==> config.mk <==
export PLATFORM = sky130hd
export DESIGN_NAME = barrett_digit_feeder
export DESIGN_NICKNAME = d
export VERILOG_FILES = /design/src/rtl/barrett_digit_feeder.sv
export SDC_FILE = /design/constraint.sdc
export NUM_CORES = 1
export LEC_CHECK = 0
export ABC_AREA = 1
export BUFFER_PORTS_ARGS = -buffer_cell sky130_fd_sc_hd__buf_2
export CAP_MARGIN = 30
export CORE_MARGIN = 1.5
export CORE_UTILIZATION = 55
export CTS_CLUSTER_DIAMETER = 80
export DETAILED_ROUTE_END_ITERATION = 8
export PLACE_DENSITY_LB_ADDON = 0.12
export REMOVE_ABC_BUFFERS = 1
export SKIP_LAST_GASP = 1
export SLEW_MARGIN = 20
export SYNTH_ARGS = -nofsm -noshare
export SYNTH_HDL_FRONTEND = slang
export SYNTH_SLANG_ARGS = --single-unit
==> constraint.sdc <==
create_clock -name CLK -period 5.2 [get_ports CLK]
set_clock_uncertainty 0.2 [all_clocks]
set_input_delay 0.26 -clock CLK [delete_from_list [all_inputs] [get_ports CLK]]
set_output_delay 0.26 -clock CLK [all_outputs]
set_load 0.005 [all_outputs]
==> src/rtl/barrett_digit_feeder.sv <==
// barrett_digit_feeder
//
// Upstream sequencer for the digit-serial Barrett modular multiplier core.
// It accepts one operand set (A, B, M) and computes mu = floor(2^(n+m+3) / M)
// with a bit-serial restoring divider. It then pulses the core clear, streams
// B to the core as m-bit digits (most significant first) plus one zero flush
// digit, and finally pulses DONE in the cycle the core's Z_OUT is valid.
//
// Handshake: an operand set transfers on a rising edge where IN_VALID and
// IN_READY are both high. IN_READY is high only in IDLE and does not depend
// on IN_VALID. IN_VALID is ignored in every other state.
//
// Ports:
//   CLK, RST         clock; synchronous active-high reset
//   IN_VALID/READY   operand handshake
//   A_IN, B_IN, M_IN multiplicand, multiplier, modulus (n bits each)
//   X, M             multiplicand / modulus to the core, held from CLR on
//   Y_i              current digit to the core (m bits)
//   mu               reduction constant (m+7 bits), saturated on overflow
//   CORE_RST         active-low clear to the core
//   DIG_VALID, LAST  Y_i is a live digit / is the zero flush digit
//   DONE, ERR        one-cycle pulses: result valid / zero modulus rejected
//   MU_OVF           quotient did not fit in m+7 bits; held until next accept
// All outputs are registered.

module barrett_digit_feeder #(
  parameter int n = 8,
  parameter int m = 4
) (
  input  logic           CLK,
  input  logic           RST,
  input  logic           IN_VALID,
  output logic           IN_READY,
  input  logic [n-1:0]   A_IN,
  input  logic [n-1:0]   B_IN,
  input  logic [n-1:0]   M_IN,
  output logic [n-1:0]   X,
  output logic [m-1:0]   Y_i,
  output logic [n-1:0]   M,
  output logic [m+6:0]   mu,
  output logic           CORE_RST,
  output logic           DIG_VALID,
  output logic           LAST,
  output logic           DONE,
  output logic           ERR,
  output logic           MU_OVF
);

  generate
    if (m < 1 || (n % m) != 0) begin : g_bad_params
      $fatal(1, "barrett_digit_feeder: n must be a positive multiple of m");
    end
  endgenerate

  localparam int ND  = n / m;          // digits per operand
  localparam int QW  = n + m + 4;      // dividend / quotient width
  localparam int MUW = m + 7;          // mu width
  localparam int EW  = (QW > MUW) ? QW : MUW;
  localparam int CW  = $clog2(QW + 1);

  typedef enum logic [2:0] {S_IDLE, S_DIV, S_CLR, S_FEED, S_FLUSH} state_t;

  state_t          state_q, state_d;
  logic [CW-1:0]   cnt_q, cnt_d;
  logic [n:0]      rem_q, rem_d;
  logic [QW-1:0]   quo_q, quo_d;
  logic [n-1:0]    a_q, a_d, b_q, b_d, mod_q, mod_d;

  logic [n-1:0]    x_d, m_d;
  logic [m-1:0]    y_d;
  logic [MUW-1:0]  mu_d;
  logic            ready_d, core_rst_d, dig_valid_d, last_d, done_d, err_d, ovf_d;

  // Divider datapath: the dividend is a single 1 followed by zeros, so the
  // incoming dividend bit is 1 only on the first step.
  logic [n:0]      r_sh, r_sub;
  logic            qbit;
  logic [QW-1:0]   quo_nx;
  logic [EW-1:0]   q_ext;

  always_comb begin
    r_sh   = (rem_q << 1) | (n+1)'(cnt_q == '0);
    qbit   = (r_sh >= {1'b0, mod_q});
    r_sub  = r_sh - {1'b0, mod_q};
    quo_nx = (quo_q << 1) | QW'(qbit);
    q_ext  = EW'(quo_nx);
  end

  always_comb begin
    state_d     = state_q;
    cnt_d       = cnt_q;
    rem_d       = rem_q;
    quo_d       = quo_q;
    a_d         = a_q;
    b_d         = b_q;
    mod_d       = mod_q;
    x_d         = X;
    m_d         = M;
    mu_d        = mu;
    ovf_d       = MU_OVF;
    y_d         = '0;
    dig_valid_d = 1'b0;
    last_d      = 1'b0;
    done_d      = 1'b0;
    err_d       = 1'b0;

    case (state_q)
      S_IDLE: begin
        if (IN_VALID && IN_READY) begin
          a_d   = A_IN;
          b_d   = B_IN;
          mod_d = M_IN;
          if (M_IN == '0) begin
            err_d = 1'b1;
          end else begin
            ovf_d   = 1'b0;
            cnt_d   = '0;
            rem_d   = '0;
            quo_d   = '0;
            state_d = S_DIV;
          end
        end
      end

      S_DIV: begin
        rem_d = qbit ? r_sub : r_sh;
        quo_d = quo_nx;
        cnt_d = cnt_q + CW'(1);
        if (cnt_q == CW'(QW - 1)) begin
          // Last quotient bit: publish core operands and mu on the edge
          // into CLR so they are stable for the whole core operation.
          state_d = S_CLR;
          x_d     = a_q;
          m_d     = mod_q;
          if ((q_ext >> MUW) != '0) begin
            mu_d  = '1;
            ovf_d = 1'b1;
          end else begin
            mu_d  = q_ext[MUW-1:0];
          end
        end
      end

      S_CLR: begin
        // First digit goes out on the edge into FEED; cnt counts digits sent.
        state_d     = S_FEED;
        y_d         = b_q[n-1 -: m];
        b_d         = b_q << m;
        dig_valid_d = 1'b1;
        cnt_d       = CW'(1);
      end

      S_FEED: begin
        dig_valid_d = 1'b1;
        if (cnt_q == CW'(ND)) begin
          state_d = S_FLUSH;
          last_d  = 1'b1;
        end else begin
          y_d   = b_q[n-1 -: m];
          b_d   = b_q << m;
          cnt_d = cnt_q + CW'(1);
        end
      end

      S_FLUSH: begin
        state_d = S_IDLE;
        done_d  = 1'b1;
      end

      default: state_d = S_IDLE;
    endcase

    ready_d    = (state_d == S_IDLE);
    core_rst_d = (state_d != S_CLR);
  end

  always_ff @(posedge CLK) begin
    if (RST) begin
      state_q   <= S_IDLE;
      cnt_q     <= '0;
      rem_q     <= '0;
      quo_q     <= '0;
      a_q       <= '0;
      b_q       <= '0;
      mod_q     <= '0;
      IN_READY  <= 1'b0;
      X         <= '0;
      Y_i       <= '0;
      M         <= '0;
      mu        <= '0;
      CORE_RST  <= 1'b0;
      DIG_VALID <= 1'b0;
      LAST      <= 1'b0;
      DONE      <= 1'b0;
      ERR       <= 1'b0;
      MU_OVF    <= 1'b0;
    end else begin
      state_q   <= state_d;
      cnt_q     <= cnt_d;
      rem_q     <= rem_d;
      quo_q     <= quo_d;
      a_q       <= a_d;
      b_q       <= b_d;
      mod_q     <= mod_d;
      IN_READY  <= ready_d;
      X         <= x_d;
      Y_i       <= y_d;
      M         <= m_d;
      mu        <= mu_d;
      CORE_RST  <= core_rst_d;
      DIG_VALID <= dig_valid_d;
      LAST      <= last_d;
      DONE      <= done_d;
      ERR       <= err_d;
      MU_OVF    <= ovf_d;
    end
  end

endmodule

### Word-level counts from Yosys, hierarchy flattened

Cells that the tools add are included.

* $add $sub $neg: 2
* order comparisons: 1
* eq/ne operators: 12
* mux-type cells: 31
* bitwise logic cells: 5
* reductions and logical operators: 18

Operators by type and width (number)
* 2-to-1 mux 8 bit: 5
* 2-to-1 mux 15 bit: 2
* one-hot mux 15 bit (2 select lines): 1
* one-hot mux 8 bit (3 select lines): 1
* one-hot mux 5 bit (4 select lines): 1
* bitwise OR 16 x 1 -> 16 bit: 1
* one-hot mux 8 bit (2 select lines): 1
* nonzero test 16 bit: 1
* 2-to-1 mux 5 bit: 3
* 2-to-1 mux 3 bit: 4
* one-hot mux 3 bit (4 select lines): 1
* 2-to-1 mux 11 bit: 1
* != test 2 bit (second input constant): 5
* >= comparator 9 x 8 -> 1 bit: 1
* bitwise OR 9 x 1 -> 9 bit: 1
* zero test 8 bit: 1
* 2-to-1 mux 1 bit: 8
* one-hot mux 4 bit (2 select lines): 1
* subtractor 8 bit: 1
* equality test 3 x 2 -> 1 bit (second input constant): 2
* zero test 3 bit: 2
* AND reduction 3 bit: 2
* adder 5 x 1 -> 5 bit (second input constant): 1
* equality test 5 x 2 -> 1 bit (second input constant): 1
* other kinds (17): 21

* register bits: 93
* bits of input ports: 27
* output and inout bits: 38

### Logic depth before layout (Yosys ltp)

Gate-level depths: netlist of run 1.

* depth after elaboration: 8
* depth in mapped cells: 13
* mapped depth without buffers: 13

### Worst setup path after synthesis of run 1

OpenSTA, ideal clock, no wires.

* path kind: reg-to-reg
* start: register cnt_q[0]
* end: register rem_q[6]
* setup time: 132 ps
* data arrival time: 1765 ps
* path slack: 3103 ps
* cell stages (with the launch flop): 13
* buffers on the path: 0
* clock period less this slack: 2097 ps
* path through: dfxtp_1 > inv_1 > ha_1 > nand4_1 > ha_1 > nand3_1 > nor2_1 > nor2_1 > nand2_2 > nand2_1 > nand2_1 > nand2_1 > a21oi_1

* longest elaborated chain between the ends: 5
* elaborated cells on any way between the ends: 6
* those cells by class: 1 x add/sub; 1 x order compare; 2 x mux; 1 x bitwise; 1 x reduce/logical

Ends and longest elaborated chain
* start: declaration: RTL line 64 `logic [CW-1:0] cnt_q, cnt_d;`
* start signal: assignment: RTL line 199 `cnt_q <= cnt_d;`
* zero test 5 bit (*): RTL line 82 `r_sh = (rem_q << 1) | (n+1)'(cnt_q == '0);`
* bitwise OR 9 x 1 -> 9 bit (*): RTL line 82
* subtractor 8 bit / >= comparator 9 x 8 -> 1 bit (equally long branches): RTL line 84, 83
* 2-to-1 mux 8 bit (*): RTL line 126 `rem_d = qbit ? r_sub : r_sh;`
* one-hot mux 8 bit (2 select lines) (*): RTL line 107 `case (state_q)`
* end signal: assignment: RTL line 200 `rem_q <= rem_d;`
* end: declaration: RTL line 65 `logic [n:0] rem_q, rem_d;`

Mark *: on every way between the ends. The rest lies on a longest branch, timed or not.
A chain may end at the register's enable or synchronous reset.

### Worst setup path after layout of run 1

* start: register state_q[0]
* end: register mu[0]

* longest elaborated chain between the ends: 2

Ends and longest elaborated chain
* start: declaration: RTL line 63 `state_t state_q, state_d;`
* start signal: assignment: RTL line 198 `state_q <= state_d;`
* equality test 3 x 1 -> 1 bit: RTL line 107
* AND reduction 2 bit (no line)
* end signal: assignment: RTL line 209 `mu <= mu_d;`
* end: declaration: RTL line 40 `output logic [m+6:0] mu,`

No other way between the ends.

==> qor.yml, run 1 <==
synth:
  ys_ff_latch: 93
  syn-cell-area_um2: 3970
  synth_area_leader_cell: "dfxtp_1"
  yosys-top-cells-area: "dfxtp_1, nand2_1, a21oi_1"
  yosysUniqueCellTypes: 30
  yosysSeqAreaShare: 0.469
  synth_top_cell_area_share: 0.469
  synthCells: 532
  yosys_warnings: 0
  syn-mean-instance-area_um2: 7.47
detailed_routing:
  drtPass1Iterations: 4
  ant_nets: 0
  wl_per_cell_um: 12.1
  wl_mm: 8.45
  drtIter0Drc: 198
  drc: 0
  vias: 3576
  viasPerCell: 5.10
placed_design:
  pre_cts_ws_ns: 2.23
  routabilityCongestion: 0.894
  hpwl_mm: 5.64
  place_area_um2: 4300
  port_buffers: 64
global_route:
  grt_max_degree: 49
  grt_pass1_wl_mm: 14.2
  antenna_found_initial: 0
  grt_pass1_vias: 3302
  grt-ovfl-total: 0
  track_usage: 0.231
floorplan:
  ios: 65
  die_h_um: 88
  core_um2: 6910
  row_count: 30
  die-area_um2: 7740
  die_w_um: 88
  initial_core_util: 0.575
cts:
  cts_buffers: 9
  post_cts_buffers: 0
  clkTransAtPathRegs_ns: 0.09
  clkSinkCount: 93
  cts_root_buffer: "clkbuf_8"
  htreeDepth: 3
  cts_hold_buf: 16
  post_cts_resized: 0
  clockBufferDepth: 2
  cts_tree: "yes"
  clk_latency_ns: 0.36
power:
  comb_power_share: 0.228
  ir_drop_mv: 0.213
  design_power_total_mw: 1.68
  seqPwrFrac: 0.455
  power_frac_clock: 0.318
  p_leak_nw: 2.10
  power.density_nw_per_um2: 356
  swShare: 0.310
  internal-power_mw: 1.16
  p_sw_mw: 0.519
critical_path:
  reg2reg_depth: 7
  slowest_stage: "nor2_4"
  critPathTopFamily: "simple AND/OR/NAND/NOR gates"
  crit_path_end_kind: "flip-flop"
  crit_type: "reg -> reg"
  rr_startpoint: "state_q[0]"
  crit_required_ns: 5.26
  cp_max_fo: 45
  slowest_delay_ns: 0.69
  critPathLaunchType: "flip-flop"
  path_cells: "nand2_1, nor2_4, inv_2, nor2_4, nand2_1, o21ai_0, inv_1"
  path_buf_inv: 2
  cp.arrival_ns: 3.06
  crit_start: "state_q[0]"
  path_depth: 7
sta:
  period_share: 0.578
  tightest_slew_ns: 0.873
  fin_hold_ws_ns: -0.00227
  setup_tns_ns: 0
  finalMaxSlewViolations: 0
  max_freq_mhz: 333
  setup_violations: 0
  period_needed_ns: 3.01
  layout_setup_ws_ns: 2.19
  rsz0062_at_grt: "false"
  hold_viol: 2
  relSlewSlack: 0.417
finish:
  fillCellCount: 634
  final_nets: 640
  stdcell_area_um2: 4710
  drive_above_1_share: 0.165
  syn_to_final_growth_pct: 18.6
  final_cell_mix: "nand2_1, dfxtp_1, a21oi_1"
  multiInputGateArea_um2: 1780
  final_common_cell: "nand2_1"
  antenna_cells: 0
  seqCellArea_um2: 1860
hold_path:
  worstHoldStart: "M_IN[2]"
  whs_path_depth: 3
  hp-class: "in -> reg"
flow_run:
  max-cap-violations: 0
status:
  violations: "negative hold slack"
  outcome: "complete, but fails checks"
kinds of logic (layout without fill, tap and decap cells):
group	after synthesis	in the layout	synth area share
and+or+nand+nor	216	216	0.241
AOI/OAI and AO/OA	124	124	0.157
DFF	93	93	0.469
buffers and inverters	83	156	0.0834
adders and majority gates	13	13	0.0428
xor gates and xnor gates	3	3	0.00661
stage by stage:
step,util,cells,hold slack (ns)
after floorplan,-,508,0.129
after global placement,0.623,668,0.237
after detailed placement,0.623,668,0.246
after CTS,0.678,700,0.000257
after global routing,0.682,701,0.00639
final,0.682,701,-0.00227
worst register-to-register path, cell delays in order (launching register included):
cell and delay [ns]:
dfxtp_1 0.42, nand2_1 0.18, nor2_4 0.49, inv_2 0.13, nor2_4 0.69, nand2_1 0.44, o21ai_0 0.28, inv_1 0.06
synth_stat cells (all sizes together):
cell type  number
nand2         115
dfxtp          93
a21oi          70
inv            58
o21ai          53
nor2           52
nand3          19
buf            12
clkbuf         12
ha             12
nand4          10
nor3            9
nand3b          5
nor4            3
xnor2           3
a31oi           1
and3            1
clkinv          1
fa              1
nor3b           1
or2             1
path summary, 6_finish.rpt:
path,end,slack (ns)
worst min-delay path,mod_q[2],-0.002
worst max-delay path,mu[0],2.19
worst max register to register,mu[0],2.19
worst min register to register,X[1],0.25
routing by layer:
metal	track usage	routed length [um]
met1	0.289	4010
met5	0	0
met2	0.387	3970
met4	0.108	153
met3	0.0368	315
sequential cells by signal, indices dropped and copies added (netlist names), 3 cells and up:
signal	count
M	8
mu	11
quo_q	15
X	8
state_q	3
b_q	8
rem_q	8
a_q	8
cnt_q	5
Y_i	4
mod_q	8
power groups by stage:
stage / Sequential (mW) / Combinational, mW / Clock, mW
final: 0.762 / 0.382 / 0.532
after global routing: 0.766 / 0.432 / 0.571
after CTS: 0.762 / 0.375 / 0.538
after detailed placement: 0.778 / 0.364 / 0
after global placement: 0.777 / 0.354 / 0
after floorplan: 0.773 / 0.283 / 0
area by class of cell:
| type | count | share of cell area |
|---|---|---|
| Inverter | 59 | 0.0470 |
| Clock inverter | 7 | 0.0207 |
| Multi-Input combinational cell | 356 | 0.378 |
| Sequential cell | 93 | 0.395 |
| Clock buffer | 9 | 0.0263 |
| Timing Repair Buffer | 81 | 0.108 |
| Tap cell | 96 | 0.0255 |
Power figures use the tool's default switching activity.
==> run 2, diff against run 1 <==
Settings changed: CORE_UTILIZATION 55 to 50.
Clock period 5.2 ns to 2.7 ns, I/O delays scaled along.
==> run 2 against run 1 <==
The flow now finishes without violations. Final cell count is 3.3% higher. Core utilization is 5.4 points lower. Global-route usage is 1.4 points lower. First-iteration DRC count is 25% lower. Routed wire length is 3.5% higher. Clock power is 94% higher. Combinational power is 98% higher. Clock-buffer cell count stayed put. Worst hold slack better by 0.089 ns. Worst setup slack worse by 1.8 ns. Critical path type is now in -> reg. Critical endpoint is now rem_q[6]. Highest routed layer unchanged.
==> qor.yml, run 2 (synthesis results as in run 1) <==
status:
  outcome: "completed"
hold_path:
  hp-class: "in -> reg"
  whs_path_depth: 5  # +2
  worstHoldStart: "IN_VALID"
critical_path:
  critical_path.most_common_cell: "nand2_1"
  slowest_stage: "dlygate4sd3_1"
  crit_required_ns: 2.78  # -2.48 ns
  slowest_delay_ns: 0.56  # -0.13 ns
  path_cells: "dlygate4sd3_1, buf_2, nor2_1, dlygate4sd3_1, nand2_1, nor2_1, o21ai_0, nand2_1, buf_4, nand2_1, a21oi_1"
  cp_max_fo: 23  # -49%
  reg2reg_depth: 12  # +5
  path_buf_inv: 4  # +2
  crit_type: "in -> reg"
  rr_startpoint: "cnt_q[0]"
  crit_start: "M_IN[0]"
  path_depth: 11  # +4
  critPathTopFamily: "buffers and inverters"
  crit_path_end_kind: "flip-flop"
  cp.arrival_ns: 2.37  # -0.69 ns
  critPathLaunchType: "input pin"
finish:
  finalNonFillerCells: 724  # +3.3%
  reg_top3: "quo_q x15, mu x11"
  antenna_cells: 0  # unchanged
  drive_above_1_share: 0.170  # +0.00513
  largest_reg_flops: 15  # unchanged
  fillCellCount: 709  # +12%
  final_cell_mix: "nand2_1, dfxtp_1, a21oi_1"
  syn_to_final_growth_pct: 22.3
  regMostFlops: "quo_q"
  final_common_cell: "nand2_1"
  final_nets: 658  # +2.8%
cts:
  clkSinkCount: 93  # unchanged
  clkTransAtPathRegs_ns: 0.10  # about the same
  htreeDepth: 3  # unchanged
  cts_root_buffer: "clkbuf_8"
  clockBufferDepth: 2  # unchanged
  cts_buffers: 9  # unchanged
  post_cts_resized: 0  # unchanged
  cts_hold_buf: 26  # +10
  cts_tree: "yes"
  post_cts_buffers: 0  # unchanged
  clk_latency_ns: 0.36  # about the same
sta:
  finalMaxSlewViolations: 0  # unchanged
  period_needed_ns: 2.29
  setup_violations: 0  # unchanged
  period_share: 0.849
  layout_setup_ws_ns: 0.407  # -1.79 ns
  relSlewSlack: 0.696  # +0.279
  rsz0062_at_grt: "false"
  hold_viol: 0  # -2
  setup_tns_ns: 0  # unchanged
  tightest_slew_ns: 0.456  # -0.417 ns
  max_freq_mhz: 436
detailed_routing:
  met2_length_mm: 4.06  # +2.1%
  ant_nets: 0  # unchanged
  viasPerCell: 4.98  # -2.3%
  drtPass1Iterations: 4  # unchanged
  wl_met1_mm: 4.27  # +6.6%
  routed.top_layer: "met4"
  wl_met3_um: 272  # -14%
  drc: 0  # unchanged
  wl_per_cell_um: 12.1  # +0.17%
  drtIter0Drc: 148  # -25%
  vias: 3609  # +0.92%
  wl_mm: 8.74  # +3.5%
floorplan:
  die_w_um: 92.2  # +4.7%
  die-area_um2: 8490  # +9.7%
  initial_core_util: 0.514  # -0.0611
  row_count: 32  # +6.7%
  die_h_um: 92.2  # +4.7%
  ios: 65  # unchanged
  core_um2: 7730  # +12%
global_route:
  grt-ovfl-total: 0  # unchanged
  grt_pass1_wl_mm: 14.8  # +4.3%
  grt_pass1_vias: 3303  # +0.030%
  track_usage: 0.217  # -0.0141
  grt_max_degree: 42  # -14%
  antenna_found_initial: 0  # unchanged
placed_design:
  place_inst: 683  # +2.2%
  port_buffers: 64  # unchanged
  routabilityCongestion: 0.927  # +3.7%
  pre_cts_ws_ns: 0.439  # -1.79 ns
  hpwl_mm: 5.99  # +6.2%
power:
  design_power_total_mw: 3.25  # +94%
  p_leak_nw: 2.18  # +3.7%
  power.density_nw_per_um2: 668  # +88%
  ir_drop_mv: 0.309  # +45%
flow_run:
  max-cap-violations: 0  # unchanged
[run 2: changes by cell type in the layout (fill, tap and decap cells not counted), sizes merged]
| cell | change |
|---|---|
| clkinvlp | -2 |
| clkinv | +1 |
| buf | +8 |
| dlygate4sd3 | +10 |
[run 2: area by class of cell]
type / count / area [um^2] / share of cell area
Multi-Input combinational cell: 356 / 1780 / 0.366
Clock inverter: 6 / 95.1 / 0.0196
Sequential cell: 93 / 1860 / 0.383
Tap cell: 102 / 128 / 0.0263
Timing Repair Buffer: 99 / 648 / 0.133
Clock buffer: 9 / 124 / 0.0255
Inverter: 59 / 221 / 0.0456
[run 2: metal layers]
layer  vias up  track usage
li1       1900            -
met1      1632        0.276
met2        64        0.364
met3        13       0.0373
met4         0       0.0833
met5         -            0
[run 2: final timing paths]
path	endpoint	slack [ns]
worst max register to register	rem_q[6]	0.43
worst min-delay path	a_q[6]	0.09
worst max-delay path	rem_q[6]	0.41
worst min register to register	Y_i[2]	0.24
[run 2: worst register-to-register path: cells and delay by family, from the launching register on]
| kind | cells | cell delay (ns) |
|---|---|---|
| flip-flops | 1 | 0.37 |
| AO/OA/AOI/OAI | 1 | 0.06 |
| adder cells (fa/ha/maj) | 3 | 0.79 |
| AND/OR/NAND/NOR | 6 | 0.55 |
| buffers and inverters | 2 | 0.17 |
[run 2: power breakdown]
part	switching (mW)	internal, mW
sequential	0.0342	1.43
combinational	0.462	0.293
clock	0.499	0.527
[run 2: through the flow]
step                      instance area, um^2  hold WS (ns)  utilization
after floorplan                          3860       0.00407            -
after global placement                   4380         0.176        0.567
after CTS                                4860        0.0640        0.629
after global routing                     4860         0.101        0.629
after detailed placement                 4380         0.189        0.567
final                                    4860        0.0867        0.629
